File: src/rtl/if_fetch_queue_pkg.sv
// Shared defaults, queue entry layout and response classification for the fetch queue.
package if_pkg;

  localparam int unsigned IF_ADDR_W   = 32;
  localparam int unsigned IF_DATA_W   = 32;
  localparam int unsigned IF_PC_INC   = 4;
  localparam int unsigned IF_RESET_PC = 0;

  typedef struct packed {
    logic [IF_DATA_W-1:0] instr;
    logic [IF_ADDR_W-1:0] pc_next;
  } if_entry_t;

  // What a given cycle's memory response does to the fetch state
  typedef enum logic [1:0] {
    RESP_NONE,
    RESP_PUSH,
    RESP_DROP,
    RESP_STRAY
  } if_resp_e;

  function automatic bit if_is_pow2(input int unsigned n);
    return (n >= 2) && ((n & (n - 1)) == 0);
  endfunction

endpackage

File: src/rtl/if_fetch_queue_if.sv
// Instruction-memory request/response port plus the valid/ready port toward ID.
interface if_fetch_queue_if
  import if_pkg::*;
#(
  parameter int unsigned ADDR_W = IF_ADDR_W,
  parameter int unsigned DATA_W = IF_DATA_W
) ();

  logic              imem_req;
  logic [ADDR_W-1:0] imem_addr;
  logic              imem_gnt;
  logic              imem_rvalid;
  logic [DATA_W-1:0] imem_rdata;

  logic              id_valid;
  logic [DATA_W-1:0] id_instruction;
  logic [ADDR_W-1:0] id_pc_next;
  logic              id_ready;

  modport master (
    output imem_req, imem_addr,
    input  imem_gnt, imem_rvalid, imem_rdata,
    output id_valid, id_instruction, id_pc_next,
    input  id_ready
  );

  modport slave (
    input  imem_req, imem_addr,
    output imem_gnt, imem_rvalid, imem_rdata,
    input  id_valid, id_instruction, id_pc_next,
    output id_ready
  );

endinterface

File: src/rtl/if_fetch_queue_fifo.sv
// Synchronous prefetch FIFO with a registered head word; clear empties it in one cycle.
module if_fetch_fifo
  import if_pkg::*;
#(
  parameter int unsigned DEPTH  = 4,
  parameter int unsigned ADDR_W = IF_ADDR_W,
  parameter int unsigned DATA_W = IF_DATA_W
) (
  input  logic                   clk,
  input  logic                   rst,
  input  logic                   clear,
  input  logic                   push,
  input  logic [DATA_W-1:0]      push_instr,
  input  logic [ADDR_W-1:0]      push_pc_next,
  input  logic                   pop,
  output logic                   head_valid,
  output logic [DATA_W-1:0]      head_instr,
  output logic [ADDR_W-1:0]      head_pc_next,
  output logic [$clog2(DEPTH):0] count
);

  localparam int unsigned PTR_W = $clog2(DEPTH);
  localparam int unsigned CNT_W = PTR_W + 1;
  localparam logic [CNT_W-1:0] FULL_CNT = CNT_W'(DEPTH);

  typedef struct packed {
    logic [DATA_W-1:0] instr;
    logic [ADDR_W-1:0] pc_next;
  } entry_t;

  entry_t entry_mem [DEPTH];

  entry_t           head_reg, head_next, push_entry;
  logic [PTR_W-1:0] rd_ptr_reg, rd_ptr_next;
  logic [PTR_W-1:0] wr_ptr_reg, wr_ptr_next;
  logic [CNT_W-1:0] count_reg, count_next;
  logic             do_push, do_pop;

  always_comb begin
    push_entry  = '{instr: push_instr, pc_next: push_pc_next};
    // Upstream credit keeps push away from a full queue; the guard only protects the pointers
    do_push     = push && !clear && (count_reg != FULL_CNT);
    do_pop      = pop && !clear && (count_reg != '0);
    rd_ptr_next = rd_ptr_reg + PTR_W'(do_pop);
    wr_ptr_next = wr_ptr_reg + PTR_W'(do_push);
    count_next  = count_reg + CNT_W'(do_push) - CNT_W'(do_pop);
    if (clear) begin
      rd_ptr_next = '0;
      wr_ptr_next = '0;
      count_next  = '0;
    end

    // Head is read one cycle ahead; a push landing in the new head slot bypasses the array
    if (count_next == '0) begin
      head_next = '0;
    end else if (do_push && (wr_ptr_reg == rd_ptr_next)) begin
      head_next = push_entry;
    end else begin
      head_next = entry_mem[rd_ptr_next];
    end
  end

  always_ff @(posedge clk) begin
    if (do_push) begin
      entry_mem[wr_ptr_reg] <= push_entry;
    end
  end

  always_ff @(posedge clk) begin
    if (rst) begin
      rd_ptr_reg <= '0;
      wr_ptr_reg <= '0;
      count_reg  <= '0;
      head_reg   <= '0;
    end else begin
      rd_ptr_reg <= rd_ptr_next;
      wr_ptr_reg <= wr_ptr_next;
      count_reg  <= count_next;
      head_reg   <= head_next;
    end
  end

  assign head_valid   = (count_reg != '0);
  assign head_instr   = head_reg.instr;
  assign head_pc_next = head_reg.pc_next;
  assign count        = count_reg;

endmodule

File: src/rtl/if_fetch_queue.sv
// Fetch unit: credit-limited instruction requests, in-order response tracking with
// stale-response dropping after redirects, and a prefetch queue toward ID.
module if_fetch_queue
  import if_pkg::*;
#(
  parameter int unsigned       ADDR_W   = IF_ADDR_W,
  parameter int unsigned       DATA_W   = IF_DATA_W,
  parameter int unsigned       DEPTH    = 4,
  parameter logic [ADDR_W-1:0] RESET_PC = ADDR_W'(IF_RESET_PC),
  parameter int unsigned       PC_INC   = IF_PC_INC
) (
  input  logic                   clk,
  input  logic                   rst,
  input  logic                   jump_taken,
  input  logic                   branch_taken,
  input  logic [ADDR_W-1:0]      pc_jump,
  input  logic [ADDR_W-1:0]      pc_branch,
  if_fetch_queue_if.master       bus,
  output logic [$clog2(DEPTH):0] q_count,
  output logic                   proto_err
);

  localparam int unsigned CNT_W = $clog2(DEPTH) + 1;
  localparam logic [CNT_W:0] CREDIT_MAX = (CNT_W + 1)'(DEPTH);
  localparam logic [ADDR_W-1:0] INC = ADDR_W'(PC_INC);

  if (!if_is_pow2(DEPTH)) begin : g_depth_check
    $error("if_fetch_queue: DEPTH must be a power of two and at least 2");
  end

  logic [ADDR_W-1:0] pc_reg, pc_next;
  logic [ADDR_W-1:0] resp_pc_reg, resp_pc_next;
  logic [CNT_W-1:0]  inflight_reg, inflight_next;
  logic [CNT_W-1:0]  drop_reg, drop_next;
  logic              proto_err_reg, proto_err_next;

  logic              redirect;
  logic [ADDR_W-1:0] target;
  logic [CNT_W:0]    credit_used;
  logic              req_int;
  logic              accept;
  logic              push;
  logic              pop;
  if_resp_e          resp_kind;

  always_comb begin
    redirect    = jump_taken | branch_taken;
    target      = jump_taken ? pc_jump : pc_branch;
    credit_used = {1'b0, q_count} + {1'b0, inflight_reg};
    req_int     = !redirect && (credit_used < CREDIT_MAX);
    accept      = req_int && bus.imem_gnt;

    resp_kind = RESP_NONE;
    if (bus.imem_rvalid) begin
      if (inflight_reg == '0) begin
        resp_kind = RESP_STRAY;
      end else if (redirect || (drop_reg != '0)) begin
        resp_kind = RESP_DROP;
      end else begin
        resp_kind = RESP_PUSH;
      end
    end

    push = (resp_kind == RESP_PUSH);
    pop  = bus.id_valid && bus.id_ready && !redirect;

    pc_next      = redirect ? target : (accept ? pc_reg + INC : pc_reg);
    resp_pc_next = redirect ? target : (push ? resp_pc_reg + INC : resp_pc_reg);

    inflight_next = inflight_reg;
    if (accept) begin
      inflight_next = inflight_next + CNT_W'(1);
    end
    if ((resp_kind == RESP_PUSH) || (resp_kind == RESP_DROP)) begin
      inflight_next = inflight_next - CNT_W'(1);
    end

    // On redirect every request still outstanding is stale, including ones already marked
    // for dropping, so the drop count is rebuilt from inflight rather than accumulated.
    drop_next = drop_reg;
    if (redirect) begin
      drop_next = inflight_reg - CNT_W'(resp_kind == RESP_DROP);
    end else if (resp_kind == RESP_DROP) begin
      drop_next = drop_reg - CNT_W'(1);
    end

    proto_err_next = proto_err_reg | (resp_kind == RESP_STRAY);
  end

  always_ff @(posedge clk) begin
    if (rst) begin
      pc_reg        <= RESET_PC;
      resp_pc_reg   <= RESET_PC;
      inflight_reg  <= '0;
      drop_reg      <= '0;
      proto_err_reg <= 1'b0;
    end else begin
      pc_reg        <= pc_next;
      resp_pc_reg   <= resp_pc_next;
      inflight_reg  <= inflight_next;
      drop_reg      <= drop_next;
      proto_err_reg <= proto_err_next;
    end
  end

  if_fetch_fifo #(
    .DEPTH  (DEPTH),
    .ADDR_W (ADDR_W),
    .DATA_W (DATA_W)
  ) u_fifo (
    .clk          (clk),
    .rst          (rst),
    .clear        (redirect),
    .push         (push),
    .push_instr   (bus.imem_rdata),
    .push_pc_next (resp_pc_reg + INC),
    .pop          (pop),
    .head_valid   (bus.id_valid),
    .head_instr   (bus.id_instruction),
    .head_pc_next (bus.id_pc_next),
    .count        (q_count)
  );

  assign bus.imem_req  = req_int;
  assign bus.imem_addr = pc_reg;
  assign proto_err     = proto_err_reg;

endmodule
File: src/flat_wrapper.sv
// flat-port wrapper written by rule: the top's interface ports become plain ports
module if_fetch_queue_flat import if_pkg::*;
#(
  parameter int unsigned       ADDR_W   = IF_ADDR_W,
  parameter int unsigned       DATA_W   = IF_DATA_W,
  parameter int unsigned       DEPTH    = 4,
  parameter logic [ADDR_W-1:0] RESET_PC = ADDR_W'(IF_RESET_PC),
  parameter int unsigned       PC_INC   = IF_PC_INC
)
  (clk, rst, jump_taken, branch_taken, pc_jump, pc_branch, q_count, proto_err, bus_imem_req, bus_imem_addr, bus_imem_gnt, bus_imem_rvalid, bus_imem_rdata, bus_id_valid, bus_id_instruction, bus_id_pc_next, bus_id_ready);
  if_fetch_queue_if #(.ADDR_W(ADDR_W), .DATA_W(DATA_W)) bus_i ();
  input  logic clk;
  input  logic rst;
  input  logic jump_taken;
  input  logic branch_taken;
  input  logic [ADDR_W-1:0] pc_jump;
  input  logic [ADDR_W-1:0] pc_branch;
  output logic [$clog2(DEPTH):0] q_count;
  output logic proto_err;
  output wire logic [$bits(bus_i.imem_req)-1:0] bus_imem_req;
  output wire logic [$bits(bus_i.imem_addr)-1:0] bus_imem_addr;
  input wire logic [$bits(bus_i.imem_gnt)-1:0] bus_imem_gnt;
  input wire logic [$bits(bus_i.imem_rvalid)-1:0] bus_imem_rvalid;
  input wire logic [$bits(bus_i.imem_rdata)-1:0] bus_imem_rdata;
  output wire logic [$bits(bus_i.id_valid)-1:0] bus_id_valid;
  output wire logic [$bits(bus_i.id_instruction)-1:0] bus_id_instruction;
  output wire logic [$bits(bus_i.id_pc_next)-1:0] bus_id_pc_next;
  input wire logic [$bits(bus_i.id_ready)-1:0] bus_id_ready;
  assign bus_imem_req = bus_i.imem_req;
  assign bus_imem_addr = bus_i.imem_addr;
  assign bus_i.imem_gnt = bus_imem_gnt;
  assign bus_i.imem_rvalid = bus_imem_rvalid;
  assign bus_i.imem_rdata = bus_imem_rdata;
  assign bus_id_valid = bus_i.id_valid;
  assign bus_id_instruction = bus_i.id_instruction;
  assign bus_id_pc_next = bus_i.id_pc_next;
  assign bus_i.id_ready = bus_id_ready;
  if_fetch_queue #(.ADDR_W(ADDR_W), .DATA_W(DATA_W), .DEPTH(DEPTH), .RESET_PC(RESET_PC), .PC_INC(PC_INC)) u_core (.clk(clk), .rst(rst), .jump_taken(jump_taken), .branch_taken(branch_taken), .pc_jump(pc_jump), .pc_branch(pc_branch), .bus(bus_i), .q_count(q_count), .proto_err(proto_err));
endmodule
File: config.mk
export PLATFORM = sky130hd
export DESIGN_NAME = if_fetch_queue_flat
export DESIGN_NICKNAME = d
export VERILOG_FILES = /design/src/rtl/if_fetch_queue_pkg.sv /design/src/rtl/if_fetch_queue_if.sv /design/src/rtl/if_fetch_queue_fifo.sv /design/src/rtl/if_fetch_queue.sv /design/src/flat_wrapper.sv
export SDC_FILE = /design/constraint.sdc
export NUM_CORES = 1
export LEC_CHECK = 0
export ABC_AREA = 1
export CORE_MARGIN = 5
export CORE_UTILIZATION = 60
export DETAILED_ROUTE_END_ITERATION = 16
export GPL_TIMING_DRIVEN = 0
export HOLD_SLACK_MARGIN = 0.03
export PLACE_DENSITY = 0.85
export SETUP_SLACK_MARGIN = 0.5
export SLEW_MARGIN = 20
export SYNTH_ARGS = -nofsm -noshare
export SYNTH_HDL_FRONTEND = slang
export SYNTH_SLANG_ARGS = --single-unit
File: constraint.sdc
create_clock -name clk -period 9.2 [get_ports clk]
set_clock_uncertainty 0.1 [all_clocks]
set_input_delay 0.92 -clock clk [delete_from_list [all_inputs] [get_ports clk]]
set_output_delay 0.92 -clock clk [all_outputs]
set_load 0.05 [all_outputs]
# Yosys cells after proc, flatten, opt, wreduce, memory -nomap -nowiden
# Memories as Yosys holds them, arrays and structs flattened. A register that Yosys moved wholly into a read port is not among the register bits.
# Index checks and enable logic that the tools add are counted.
[totals]
regBits = 78
ram_bits = 256
output_inout_bits = 102
word_cells = 63
mem_count = 1
[classes]
addsub = 11
n_lt_le_gt_ge = 1
eq_ne = 4
n_mux = 16
n_bitwise = 2
n_reduce_logical = 20
[mem_list]
columns = ["name", "depth", "width", "read_ports", "rd_clocked_by_memory_dff", "wr", "line_no", "source"]
rows = [
  ["u_core.u_fifo.entry_mem", 4, 64, 1, 1, 1, "if_fetch_queue_fifo.sv:31", "entry_t entry_mem [DEPTH];"],
]
[ops]
columns = ["cell", "n"]
rows = [
  ["32-bit two-way mux", 5],
  ["32-bit by 3-bit adder with 32-bit output, second input constant", 2],
  ["3-bit two-way mux", 5],
  ["1-bit logical AND", 8],
  ["2-bit two-way mux", 4],
  ["3-bit zero test", 2],
  ["2-bit nonzero test", 3],
  ["3-bit nonzero test", 2],
  ["3-bit by 1-bit subtractor with 3-bit output", 2],
  ["3-bit by 1-bit subtractor with 3-bit output, second input constant", 2],
  ["2-bit by 1-bit adder with 2-bit output", 2],
  ["3-bit by 3-bit adder with 4-bit output", 1],
  ["2-bit == test, second input constant", 2],
  ["4-bit by 3-bit < comparator with 1-bit output, second input constant", 1],
  ["2-bit OR reduction", 2],
  ["3-bit by 1-bit adder with 3-bit output", 1],
  ["3-bit by 1-bit adder with 3-bit output, second input constant", 1],
  ["3-bit inequality test, second input constant", 1],
  ["2-bit by 1-bit == test with 1-bit output, second input constant", 1],
  ["1-bit logical OR", 2],
  ["1-bit two-way mux", 2],
  ["1-bit bitwise OR", 2],
  ["1-bit zero test", 1],
]

# Longest topological paths before layout
# Gate-level depths: netlist of the first run.
[depth]
depth_word = 13
depth_mapped = 20

# Hierarchy
# From an unflattened synthesis of the first run, not the netlist that was laid out.
[hier_totals]
hier_cells = 2188
hier_area_um2 = 18496.5
[by_module_without_submodules]
columns = ["module", "instances", "cells_per_inst", "area_per_inst_um2", "seq_area_each_um2"]
rows = [
  ["if_fetch_fifo", 1, 1282, 13262.7, 9108.7],
  ["if_fetch_queue", 1, 906, 5233.8, 1381.3],
]

# Least setup slack after synthesis of the first run
# Ideal clock, no wire load.
[synth_path]
path_type = "in2reg"
startpoint = "input port branch_taken"
endpoint = "memory u_core.u_fifo.entry_mem[1][0] (netlist bit) (enable)"
setup_time_ns = 0.565
arrival_ns = 5.892
required_time_ns = 8.535
setup_slack_ns = 2.642
path_stages = 6
n_path_buf = 1
path_cell_list = "buf_4 -> nor2_8 -> nand2_2 -> nor2_4 -> nand2_4 -> nor3_1"
[synth_via]
elab_chain_len = 10
word_cells_on_any_way = 11
cone_classes = "1 x eq/ne; 5 x mux; 1 x bitwise; 4 x reduce/logical"
[synth_lines]
columns = ["item", "line_no", "source"]
rows = [
  ["start: declaration", "flat_wrapper.sv:15", "input logic branch_taken;"],
  ["1-bit bitwise OR (*)", "if_fetch_queue.sv:47", "redirect = jump_taken | branch_taken;"],
  ["1-bit logical OR", "if_fetch_queue.sv:57", "end else if (redirect || (drop_reg != '0)) begin"],
  ["2-bit two-way mux", "if_fetch_queue.sv:57", ""],
  ["2-bit two-way mux", "if_fetch_queue.sv:55", "if (inflight_reg == '0) begin"],
  ["2-bit two-way mux", "if_fetch_queue.sv:54", "if (bus.imem_rvalid) begin"],
  ["2-bit by 1-bit == test with 1-bit output", "if_fetch_queue.sv:64", "push = (resp_kind == RESP_PUSH);"],
  ["1-bit logical AND (*) (2 in a row)", "if_fetch_queue_fifo.sv:42", "do_push = push && !clear && (count_reg != FULL_CNT);"],
  ["1-bit two-way mux (*)", "if_fetch_queue_fifo.sv:64", "if (do_push) begin"],
  ["1-bit two-way mux (implied by the code) (*)", "if_fetch_queue_fifo.sv:65", "entry_mem[wr_ptr_reg] <= push_entry;"],
  ["end: declaration", "if_fetch_queue_fifo.sv:31", ""],
]
# Every way passes the cells marked *; elsewhere a longest branch is shown, timed or not.

# Worst setup path after layout of the first run
[layout_path]
startpoint = "input port branch_taken"
endpoint = "register u_core.u_fifo.head_reg (netlist bit u_core.u_fifo.head_pc_next[22])"
[layout_via]
elab_chain_len = 13
word_cells_on_any_way = 19
cone_classes = "3 x add/sub; 1 x eq/ne; 5 x mux; 1 x bitwise; 9 x reduce/logical"
[layout_lines]
columns = ["item", "line_no", "source"]
rows = [
  ["1-bit bitwise OR (*)", "if_fetch_queue.sv:47", ""],
  ["1-bit logical OR", "if_fetch_queue.sv:57", ""],
  ["2-bit two-way mux", "if_fetch_queue.sv:57", ""],
  ["2-bit two-way mux", "if_fetch_queue.sv:55", ""],
  ["2-bit two-way mux", "if_fetch_queue.sv:54", ""],
  ["2-bit by 1-bit == test with 1-bit output", "if_fetch_queue.sv:64", ""],
  ["1-bit logical AND (2 in a row)", "if_fetch_queue_fifo.sv:42", ""],
  ["3-bit by 1-bit adder with 3-bit output", "if_fetch_queue_fifo.sv:46", "count_next = count_reg + CNT_W'(do_push) - CNT_W'(do_pop);"],
  ["3-bit by 1-bit subtractor with 3-bit output", "if_fetch_queue_fifo.sv:46", ""],
  ["3-bit two-way mux", "if_fetch_queue_fifo.sv:47", "if (clear) begin"],
  ["3-bit zero test", "if_fetch_queue_fifo.sv:54", "if (count_next == '0) begin"],
  ["2-bit OR reduction (no source line)", "--", ""],
  ["end signal: assignment", "if_fetch_queue_fifo.sv:79", "head_reg <= head_next;"],
  ["end: declaration", "if_fetch_queue_fifo.sv:33", "entry_t head_reg, head_next, push_entry;"],
]
# Marked as above.
# A chain may end at the register's enable or synchronous reset.

==> impl_metrics.yaml, run 1 <==
floorplanning:
  num_rows: 62
  io_pins: 205
  die_y_um: 179.4
  core_region_area_um2: 28550
  initial_utilization: 0.6033
  fp.dieArea_um2: 32200
  fp.dieW_um: 179.4
grt:
  grt_max_degree: 16
  grt_pass1_wl_mm: 81.74
  grt_usage: 0.3194
  grt_pass1_vias: 14890
  gr-total-overflow: 0
  antenna_found_initial: 1
placed_design:
  placement.io_buffers: 201
  dp.cells: 2494
  place_congestion: 0.9997
  pre_cts_slack_ns: 3.952
  place_hpwl_mm: 37.96
clocking:
  holdBufCountCts: 0
  tritoncts: "yes"
  cts_htree_levels: 2
  clk_pin_slew_worst_paths_ns: 0.06
  post_cts_buffers: 0
  cts_root_buf: "clkbuf_16"
  cts_resized: 0
  clock_sinks: 396
  clkLatencyLatePin_ns: 0.53
  numCtsBuffers: 39
  ctsLongestPathBuffers: 3
finish:
  largest_register: "u_core.u_fifo.entry_mem"
  mostFrequentLayoutCells: "nor2_1, nand2_1, edfxtp_1"
  drive_gt1_frac: 0.06783
  mostFrequentLayoutCell: "nor2_1"
  area_delta_synth_final_pct: 23.43
  largest_register_ffs: 256
  fin_cells: 2567
  final_nets: 2270
timing:
  max_slew.worst_pin.slew_ns: 0.7818
  max_freq_ghz: 0.2078
  fin_ws_ns: 4.388
  drv_slew: 0
  finalCritPeriodShare: 0.5231
  relSlewSlack: 0.4733
  finalHoldViolations: 0
  period_minus_slack_ns: 4.812
  setup_violations: 0
  grt_setup_unrepaired: "false"
synthesis:
  synthTopCellsByArea: "edfxtp_1, dfxtp_1, nor2_1"
  synth_ff_type: "edfxtp_1"
  synth_top_cell_area_share: 0.4463
  synth_area_um2: 17220
  yosysSeqAreaShare: 0.6090
  async_flop_share: 0
  synth.distinct_cells: 39
  synth_edf_count: 256
  synthCells: 1875
  yosysWarnings: 0
  synth_area_leader_cell: "edfxtp_1"
  syn_nets: 1994
  synth-seq-cells: 396
  avgSynthCellArea_um2: 9.186
setup_path:
  worstSetupPathType: "primary input to register"
  cp_common_cell: "nand2_1"
  critPathMaxStageDelay_ns: 0.52
  crit_required_ns: 9.54
  crit_fanout: 10
  crit_family: "buffers and inverters"
  startpoint_type: "primary input"
  rrSetupSlack_ns: 5.16
  slowest_stage: "clkbuf_1"
  regToRegEndpoint: "u_core.u_fifo.head_pc_next[22]$_SDFF_PP0_"
  path_cells: "buf_4 -> nor2_8 -> clkbuf_1 -> buf_1 -> nand2_1 -> nor2_1 -> ha_1 -> inv_1 -> ha_1 -> inv_1 -> fa_1 -> nand3_1 -> nand2_1 -> a31oi_1 -> buf_2 -> clkbuf_1 -> nand2_1 -> nor2_1"
  path_buf_inv: 7
  rr_startpoint: "u_core.inflight_reg[0]$_SDFF_PP0_"
  reg2reg_depth: 18
  end_kind: "register"
  arrival_ns: 5.15
routing:
  ant_nets: 0
  drc: 0
  wl_per_cell_um: 21.07
  drtPass1Iterations: 6
  routed_wl_mm: 54.10
  drt_iter0_markers: 2053
  viasPerCell: 5.964
  vias: 15310
power:
  power_mw: 4.060
  power_density_nw_per_um2: 190.9
  ir_drop_uv: 128.9
  leakagePower_nw: 7.890
hold_path:
  hold_end: "u_core.proto_err$_SDFF_PP0_"
  min-delay-start: "u_core.proto_err$_SDFF_PP0_"
  hold_class: "register to register"
  min_path_cells: 2
run_status:
  status: "complete, no violations"
flow_run:
  drv_cap: 0
-- layout make-up --
type                       count  area (um^2)
antenna                        1        2.502
buffer                        95        434.2
clock buffer                  59         1124
clock inverter                13        112.6
fill                        1950         7287
inverter                     101        379.1
multi-input combinational   1283         5941
sequential                   396        10490
tap                          384        480.5
timing repair buffer         235         2297
-- through the flow --
stage,area (um^2),setup TNS (ns),utilization,hold slack [ns]
after global placement,19720,-200.96,0.6907,0.3445
after floorplan,17220,0,-,0.3925
after global routing,21260,0,0.7447,0.3941
after detailed placement,20020,0,0.7014,0.3475
final,21260,0,0.7447,0.3667
after CTS,21260,0,0.7447,0.3631
-- routing by layer --
layer | track usage | vias up | wire length, um
li1 | - | 6873 | -
met1 | 0.4008 | 7096 | 19200
met2 | 0.5468 | 1157 | 26160
met3 | 0.06043 | 184 | 6282
met4 | 0.1344 | 0 | 2457
met5 | 0 | - | 0
-- synthesized netlist by cell type, types with 4 or more instances --
| library cell | number |
|---|---|
| buf_4 | 5 |
| o21ai_1 | 9 |
| nor3_1 | 7 |
| a21oi_1 | 64 |
| nand3_1 | 72 |
| buf_1 | 6 |
| nand2_1 | 303 |
| a31oi_1 | 11 |
| edfxtp_1 | 256 |
| dfxtp_1 | 140 |
| o211ai_1 | 4 |
| ha_1 | 15 |
| buf_2 | 28 |
| clkbuf_1 | 52 |
| o21bai_1 | 23 |
| inv_1 | 98 |
| nor2_1 | 448 |
| o22ai_1 | 51 |
| nand3b_1 | 6 |
| nand2_2 | 4 |
| xor2_1 | 23 |
| o21ai_0 | 224 |
-- power breakdown --
group	internal, mW	switching, mW	total (mW)
clock network	0.879	0.673	1.55
registers	1.95	0.0533	2.01
logic	0.176	0.323	0.500
-- how the worst max path moves through the flow --
stage	from	endpoint	slack, ns	depth (start not counted)
after floorplan	branch_taken	u_core.u_fifo.entry_mem[1][0]$_DFFE_PP_	2.64	6
after global placement	bus_imem_rvalid	u_core.u_fifo.entry_mem[0][14]$_DFFE_PP_	-0.97	5
after detailed placement	branch_taken	u_core.u_fifo.head_pc_next[22]$_SDFF_PP0_	3.95	18
after CTS	branch_taken	u_core.u_fifo.head_pc_next[22]$_SDFF_PP0_	4.44	18
after global routing	branch_taken	u_core.u_fifo.head_pc_next[18]$_SDFF_PP0_	4.16	18
final	branch_taken	u_core.u_fifo.head_pc_next[22]$_SDFF_PP0_	4.39	18
-- worst min-delay path, stage by stage, from the launching register on --
cell	delay, ns
dfxtp_1	0.32
inv_1	0.05
a21oi_1	0.05
-- cells by family after synthesis --
group                      synth area share
DFF                                  0.6090
buffers and inverters               0.04722
adders and majority gates           0.01206
xor gates and xnor gates            0.01322
and+or+nand+nor                      0.1970
AOI/OAI and AO/OA                    0.1215
Power figures use the tool's default switching activity.
==> run 2, diff against run 1 <==
- CORE_UTILIZATION: 60 -> 56
- PLACE_DENSITY: 0.85 -> 0.8
- clock period: 9.2 -> 4.5 ns (I/O delays scaled with it)
==> run 2 against run 1 <==
  * Non-clock buffer count decreased by 16
  * Sequential cell count unchanged
  * Critical path type is now register to register
  * Clock-buffer cell count decreased by 3
  * Die area increased by 6.7%
  * Via count decreased by 1.9%
  * Highest routed layer unchanged
  * Critical endpoint is now u_core.u_fifo.head_pc_next[12]$_SDFF_PP0_
==> impl_metrics.yaml, run 2 (synthesis gave the netlist of run 1 again) <==
timing:
  period_minus_slack_ns: 3.801
  finalHoldViolations: 0
  relSlewSlack: 0.4424
  finalCritPeriodShare: 0.8447
  hold_slack_ns: 0.2456
  drv_slew: 0
  grt_setup_unrepaired: "false"
  max_freq_ghz: 0.2631
  setup_violations: 0
  max_slew.worst_pin.slew_ns: 0.8337
finish:
  fillers: 2261
  fin_cells: 2560
  fin_util: 0.6997
  largest_register_ffs: 256
  diodes: 0
  largest_register: "u_core.u_fifo.entry_mem"
  area_delta_synth_final_pct: 23.94
  regArea_um2: 10490
  multi_input_area_um2: 5966
  final_nets: 2254
  drive_gt1_frac: 0.06423
  mostFrequentLayoutCells: "nor2_1, nand2_1, edfxtp_1"
  mostFrequentLayoutCell: "nor2_1"
floorplanning:
  fp.dieW_um: 185.4
  core_region_area_um2: 30510
  fp.dieArea_um2: 34360
  initial_utilization: 0.5646
  die_y_um: 185.4
  num_rows: 64
  io_pins: 205
grt:
  grt_pass1_vias: 14720
  antenna_found_initial: 0
  grt_pass1_wl_mm: 80.50
  grt_usage: 0.3033
  busiest_layer: "met2"
  use_met3: 0.05636
  use_met2: 0.5055
  met1_usage: 0.3912
  grt_max_degree: 16
  gr-total-overflow: 0
power:
  p_clk_frac: 0.384
  p_sw_mw: 2.125
  ir_drop_uv: 255.4
  leakagePower_nw: 7.888
  p_int_mw: 6.212
  power_density_nw_per_um2: 390.5
  p_sw_frac: 0.2549
  seqPwrFrac: 0.492
  combPwrFrac: 0.123
routing:
  ant_nets: 0
  viasPerCell: 5.864
  drtPass1Iterations: 7
  drc: 0
  routed_wl_mm: 52.94
  drt_iter0_markers: 1571
  vias: 15010
  wl_per_cell_um: 20.68
hold_path:
  min-delay-start: "rst"
  min_path_cells: 2
  hold_class: "primary input to register"
setup_path:
  worstSetupPathType: "register to register"
  reg2reg_depth: 18
  cp-startpoint: "u_core.inflight_reg[0]$_SDFF_PP0_"
  crit_required_ns: 4.83
  startpoint_type: "register"
  end_kind: "register"
  regToRegEndpoint: "u_core.u_fifo.head_pc_next[12]$_SDFF_PP0_"
  crit_end: "u_core.u_fifo.head_pc_next[12]$_SDFF_PP0_"
  arrival_ns: 4.13
  rrSetupSlack_ns: 0.70
  rr_startpoint: "u_core.inflight_reg[0]$_SDFF_PP0_"
  crit_fanout: 10
clocking:
  cts_htree_levels: 2
  post_cts_buffers: 0
  numCtsBuffers: 39
  clkLatencyLatePin_ns: 0.53
  ctsLongestPathBuffers: 3
  cts_root_buf: "clkbuf_16"
  clk_pin_slew_worst_paths_ns: 0.06
  tritoncts: "yes"
  clock_sinks: 396
  holdBufCountCts: 0
flow_run:
  drv_cap: 0
placed_design:
  dp.cells: 2490
  place_hpwl_mm: 37.32
  placement.io_buffers: 201
  place_congestion: 0.9978
run_status:
  status: "complete, no violations"
==> run 2: changes by cell type in the layout (fill, tap and decap cells not counted), sizes merged <==
cell,before,now
clkinvlp,3,2
buf,76,60
clkbuf,112,109
clkinv,9,11
diode,1,0
==> run 2: final cells by class <==
cell class,instances,area share
clock buffer,56,0.05433
tap,396,0.02321
timing repair buffer,219,0.1081
multi-input combinational,1283,0.2795
clock inverter,14,0.004806
sequential,396,0.4914
buffer,95,0.02075
inverter,101,0.01793
==> run 2: critical path: stages (launching register included) <==
cell,delay (ns)
dfxtp_1,0.39
inv_1,0.10
ha_1,0.23
nand2_1,0.07
nand2_1,0.13
nor2_4,0.22
nand2_4,0.14
ha_1,0.32
inv_1,0.05
ha_1,0.13
inv_1,0.05
fa_1,0.37
nand3_1,0.09
nand2_1,0.07
a31oi_1,0.32
buf_4,0.32
clkbuf_2,0.29
o21ai_1,0.11
nor2_1,0.20
==> run 2: what timing repair did <==
item	in CTS	in global routing
endpoints found under the setup margin	49	29
pin swaps	0	0
gates resized for setup	5	3
==> run 2: power by group through the flow <==
stage	Combinational, mW	Clock [mW]	Sequential (mW)
floorplan	0.507	0	4.26
global placement	0.955	0	4.18
detailed placement	1.01	0	4.18
CTS	1.02	3.21	4.10
global route	1.12	3.37	4.12
finish	1.03	3.20	4.11
==> run 2: routing by layer <==
metal	share of wire	wire (um)	vias to the layer above
li1	-	-	6844
met4	0.044	2346	0
met1	0.37	19780	7101
met5	0	0	-
met2	0.48	25480	931
met3	0.10	5329	136
==> run 2: worst min path at each step <==
| stage | endpoint | slack [ns] |
|---|---|---|
| after floorplan | u_core.resp_pc_reg[6]$_SDFFE_PP0P_ | 0.39 |
| after global placement | u_core.proto_err$_SDFF_PP0_ | 0.34 |
| after detailed placement | u_core.proto_err$_SDFF_PP0_ | 0.35 |
| after CTS | u_core.resp_pc_reg[4]$_SDFFE_PP0P_ | 0.23 |
| after global routing | u_core.resp_pc_reg[4]$_SDFFE_PP0P_ | 0.28 |
| final | u_core.resp_pc_reg[4]$_SDFFE_PP0P_ | 0.25 |
==> run 2: per-stage QoR <==
stage | cell area, um^2 | power (mW) | setup WS, ns | TNS, ns
global placement | 19750 | 5.135 | -1.906 | -455.80
global route | 21350 | 8.601 | 0.5043 | 0
finish | 21350 | 8.337 | 0.6990 | 0
CTS | 21340 | 8.336 | 0.5951 | 0
detailed placement | 20070 | 5.184 | -0.3658 | -10.93
floorplan | 17240 | 4.766 | 0.3770 | 0
